**config.mk**
```make
export PLATFORM = sky130hd
export DESIGN_NAME = uart_rx
export DESIGN_NICKNAME = d
export VERILOG_FILES = /design/src/rtl/uart_rx.sv
export SDC_FILE = /design/constraint.sdc
export NUM_CORES = 1
export LEC_CHECK = 0
export CORE_UTILIZATION = 60
export CTS_CLUSTER_DIAMETER = 40
export DETAILED_ROUTE_END_ITERATION = 10
export PLACE_DENSITY = 0.87
export SYNTH_ARGS = -nofsm -noshare
export SYNTH_HDL_FRONTEND = slang
export SYNTH_SLANG_ARGS = --single-unit
```
**constraint.sdc**
```tcl
create_clock -name clk -period 4.8 [get_ports clk]
set_input_delay 0.48 -clock clk [delete_from_list [all_inputs] [get_ports clk]]
set_output_delay 0.48 -clock clk [all_outputs]
set_load 0.05 [all_outputs]
```
**src/rtl/uart_rx.sv**
```systemverilog
// uart_rx: 8N1 serial receiver with a 2-flop input synchronizer, a mid-bit
// sampling state machine and one-cycle valid / frame_err pulses.
module uart_rx #(
  parameter int unsigned BIT_CLKS = 16
) (
  input  logic       clk,
  input  logic       rst,
  input  logic       rxd,
  output logic [7:0] data,
  output logic       valid,
  output logic       frame_err,
  output logic       busy
);

  localparam int unsigned CW = (BIT_CLKS > 1) ? $clog2(BIT_CLKS) : 1;
  localparam logic [CW-1:0] HALF_LOAD = CW'(BIT_CLKS / 2 - 1);
  localparam logic [CW-1:0] FULL_LOAD = CW'(BIT_CLKS - 1);

  typedef enum logic [1:0] {
    IDLE  = 2'd0,
    START = 2'd1,
    DATA  = 2'd2,
    STOP  = 2'd3
  } state_t;

  state_t        state;
  logic          rxd_m;
  logic          rxd_s;
  logic          prev;
  logic [1:0]    warm;
  logic [CW-1:0] cnt;
  logic [2:0]    idx;
  logic [7:0]    shreg;

  // Synchronizer, edge history and receive state machine with registered outputs.
  // prev only starts tracking rxd_s once the synchronizer holds real line
  // samples (warm), so the forced-high reset value of rxd_s can never pair
  // with a line that is already low to fake a start edge.
  always_ff @(posedge clk) begin
    if (rst) begin
      state     <= IDLE;
      rxd_m     <= 1'b1;
      rxd_s     <= 1'b1;
      prev      <= 1'b0;
      warm      <= 2'b00;
      cnt       <= '0;
      idx       <= '0;
      shreg     <= '0;
      data      <= '0;
      valid     <= 1'b0;
      frame_err <= 1'b0;
      busy      <= 1'b0;
    end else begin
      rxd_m     <= rxd;
      rxd_s     <= rxd_m;
      warm      <= {warm[0], 1'b1};
      prev      <= rxd_s & warm[1];
      valid     <= 1'b0;
      frame_err <= 1'b0;
      case (state)
        IDLE: begin
          if (prev && !rxd_s) begin
            cnt   <= HALF_LOAD;
            idx   <= '0;
            state <= START;
            busy  <= 1'b1;
          end
        end
        START: begin
          if (cnt == '0) begin
            if (!rxd_s) begin
              cnt   <= FULL_LOAD;
              state <= DATA;
            end else begin
              state <= IDLE;
              busy  <= 1'b0;
            end
          end else begin
            cnt <= cnt - CW'(1);
          end
        end
        DATA: begin
          if (cnt == '0) begin
            shreg[idx] <= rxd_s;
            idx        <= idx + 3'd1;
            cnt        <= FULL_LOAD;
            if (idx == 3'd7) begin
              state <= STOP;
            end
          end else begin
            cnt <= cnt - CW'(1);
          end
        end
        STOP: begin
          if (cnt == '0) begin
            state <= IDLE;
            busy  <= 1'b0;
            if (rxd_s) begin
              data  <= shreg;
              valid <= 1'b1;
            end else begin
              frame_err <= 1'b1;
            end
          end else begin
            cnt <= cnt - CW'(1);
          end
        end
        default: begin
          state <= IDLE;
          busy  <= 1'b0;
        end
      endcase
    end
  end

endmodule

```
==> flow_metrics.env <==
export IMPL_timing_rr_start="cnt[0]"
export IMPL_yosys_area_top_type="dfxtp_1"
export IMPL_post_layout_nonfiller_instances=198
export IMPL_drv_slew=0
export IMPL_skew_ps=17.4
export IMPL_synth_area_um2=1530
export IMPL_syn_inst=157
export IMPL_yosys_area_share_adder=0.0654
export IMPL_hold_viol=0
export IMPL_dieHeight_um=52.5
export IMPL_p_int_uw=448
export IMPL_syn_mean_instance_area_um2=9.75
export IMPL_first_iter_violations=39
export IMPL_die_x_um=52.5
export IMPL_ctsHoldBuffers=0
export IMPL_min_period_ps=2160
export IMPL_yosysMostFrequentCell="dfxtp_1"
export IMPL_first_pass_iters=4
export IMPL_total_leakage_power_uw=0.000665
export IMPL_setup_violations_final=0
export IMPL_reg2reg_setup_slack_ps=2640
export IMPL_grtUsageMet3=0.0725
export IMPL_core_um2=2300
export IMPL_ant_nets=0
export IMPL_cts_tree="done"
export IMPL_gr_max_usage_layer="met2"
export IMPL_switching_power_uw=180
export IMPL_worstSetupPathType="flip-flop to flip-flop"
export IMPL_dp_hpwl_um=1990
export IMPL_ir_drop_v=0.000330
export IMPL_r2r_cells=6
export IMPL_wl_per_cell_um=15.2
export IMPL_cts_resized_gates=0
export IMPL_postPlaceCellArea_um2=1660
export IMPL_cp_required_ps=4990
export IMPL_fin_area_um2=1750
export IMPL_slew_headroom=0.253
export IMPL_vias=1195
export IMPL_drive_gt1_frac=0.0941
export IMPL_p_seq_frac=0.469
export IMPL_synth_edf_count=0
export IMPL_use_met2=0.443
export IMPL_cts_sink_count=33
export IMPL_rsz0062_at_grt="no"
export IMPL_gp_congestion=0.832
export IMPL_critPathCaptureType="flip-flop"
export IMPL_finalSetupTns_ps=0
export IMPL_die_area_um2=2760
export IMPL_hp_class="flip-flop to flip-flop"
export IMPL_start_util=0.666
export IMPL_synth_xor_area_share=0
export IMPL_rows=17
export IMPL_crit_arrival_ps=2350
export IMPL_cap_violations=0
export IMPL_ys_warn_count=0
export IMPL_vias_per_cell=6.04
export IMPL_diodes=0
export IMPL_reg2reg_to="data[0]"
export IMPL_p_clk_frac=0.351
export IMPL_ys_flop_type="dfxtp_1"
export IMPL_clk_latency_ps=350
export IMPL_dp_cells=190
export IMPL_whs_endpoint="rxd_s"
export IMPL_finalCritPeriodShare=0.449
export IMPL_critPathLaunchType="flip-flop"
export IMPL_synthArstFlopShare=0
export IMPL_io_buffer_count=13
export IMPL_nets=180
export IMPL_hold_depth=1
export IMPL_wirelength_um=3000
export IMPL_tightest_slew_ps=1120
export IMPL_synth_top_family_by_area="simple AND/OR/NAND/NOR gates"
export IMPL_cts_buffers=5
export IMPL_hp_start="rxd_m"
export IMPL_grt_pass1_vias=1178
export IMPL_p_per_area_nw_per_um2=360
export IMPL_swShare=0.287
export IMPL_clkTransAtPathRegs_ps=120
export IMPL_syn_nets=168
export IMPL_synth_common_cells="33 x dfxtp_1, 25 x nor2_1, 16 x mux2i_1"
export IMPL_pwr_share_comb=0.180
export IMPL_grt_usage=0.266
export IMPL_path_max_fanout=11
export IMPL_fmax_ghz=0.464
export IMPL_htree_levels=2
export IMPL_postCtsSetupRepairBufs=0
export IMPL_synth_top_cell_area_share=0.432
export IMPL_status="completed"
export IMPL_area_growth_pct=14.1
export IMPL_grt_pass1_wl_um=5180
export IMPL_antenna_found_initial=0
export IMPL_cts_root_buf="clkbuf_4"
export IMPL_synth_ff_latch_count=33
export IMPL_synth_area_top_cells="dfxtp_1 43%, mux2i_1 10%, ha_1 6.5%"
export IMPL_synthSimpleGateAreaFrac=0.221
export IMPL_grt_max_degree=32
export IMPL_synth_distinct_cells=41
export IMPL_synthMuxAreaShare=0.112
export IMPL_globalRouteOverflowTotal=0
export IMPL_ios=14
export IMPL_clk_path_buf_depth=2
export IMPL_drcViolationCount=0
export IMPL_synth_seq_area_share=0.432
export IMPL_grt_util_met1=0.301
export IMPL_synth_compound_area_frac=0.125
[worst max-delay path by stage]
stage,start,end,slack (ps),cells after the start
final,cnt[0],data[0],2640,6
after global routing,cnt[0],cnt[3],2560,6
after CTS,cnt[0],data[0],2670,6
after detailed placement,rst,idx[0],2480,3
after global placement,rst,idx[0],2560,3
after floorplan,cnt[0],data[1],3100,7
[placed cells by master (no fill, tap or decap), types with 4 or more instances in the layout]
cell and count:
nor2_1 25, ha_1 8, mux2i_1 16, clkbuf_4 5
nand2_1 4, nor3_1 5, dfxtp_1 33, nor4b_1 4
a21oi_1 8, clkdlybuf4s50_1 13, inv_1 9
[cell type report]
| cell class | count | area (µm²) |
|---|---|---|
| clock buffers | 7 | 55.1 |
| clock inverters | 1 | 30.0 |
| fillers | 160 | 552 |
| inverters | 9 | 33.8 |
| multi-input cells | 107 | 801 |
| flip-flops and latches | 33 | 661 |
| well taps | 28 | 35.0 |
| repair buffers | 13 | 130 |
[routing by layer]
metal	vias up	wire length, µm
li1	576	-
met4	0	64
met5	-	0
met2	34	1480
met3	9	179
met1	576	1280
[power groups by stage]
stage                     Clock, µW  Combinational (µW)  Sequential (µW)
after floorplan                   0                89.8              302
after global placement            0                 106              300
after detailed placement          0                 110              301
after CTS                       223                 111              295
after global routing            233                 121              297
final                           220                 113              295
[sequential cells by signal, indices dropped and copies added (netlist names), 2 cells and up, named ones only]
name,count
shreg,8
warm,2
idx,3
data,8
cnt,4
[logic make-up (layout without fill, tap and decap cells)]
logic type / Yosys count / count (layout)
and+or+nand+nor: 57 / 57
DFF: 33 / 33
AOI/OAI and AO/OA: 25 / 25
muxes: 17 / 17
buffers and inverters: 17 / 30
adders and majority gates: 8 / 8
[through the flow]
stage	hold WS (ps)	power [µW]	util	setup WS, ps
after CTS	415	628	0.760	2670
after global placement	394	406	0.723	2560
after global routing	432	650	0.760	2560
final	401	628	0.760	2640
after floorplan	389	392	-	3100
after detailed placement	403	411	0.723	2480
[critical path: stages, from the launching register on]
cell and delay [ps]:
dfxtp_1 360, inv_1 90, ha_1 240, or3b_1 670, nor2_8 320, mux2i_1 270
nor2_1 60
Note: power is estimated with default switching activity, not from simulation.
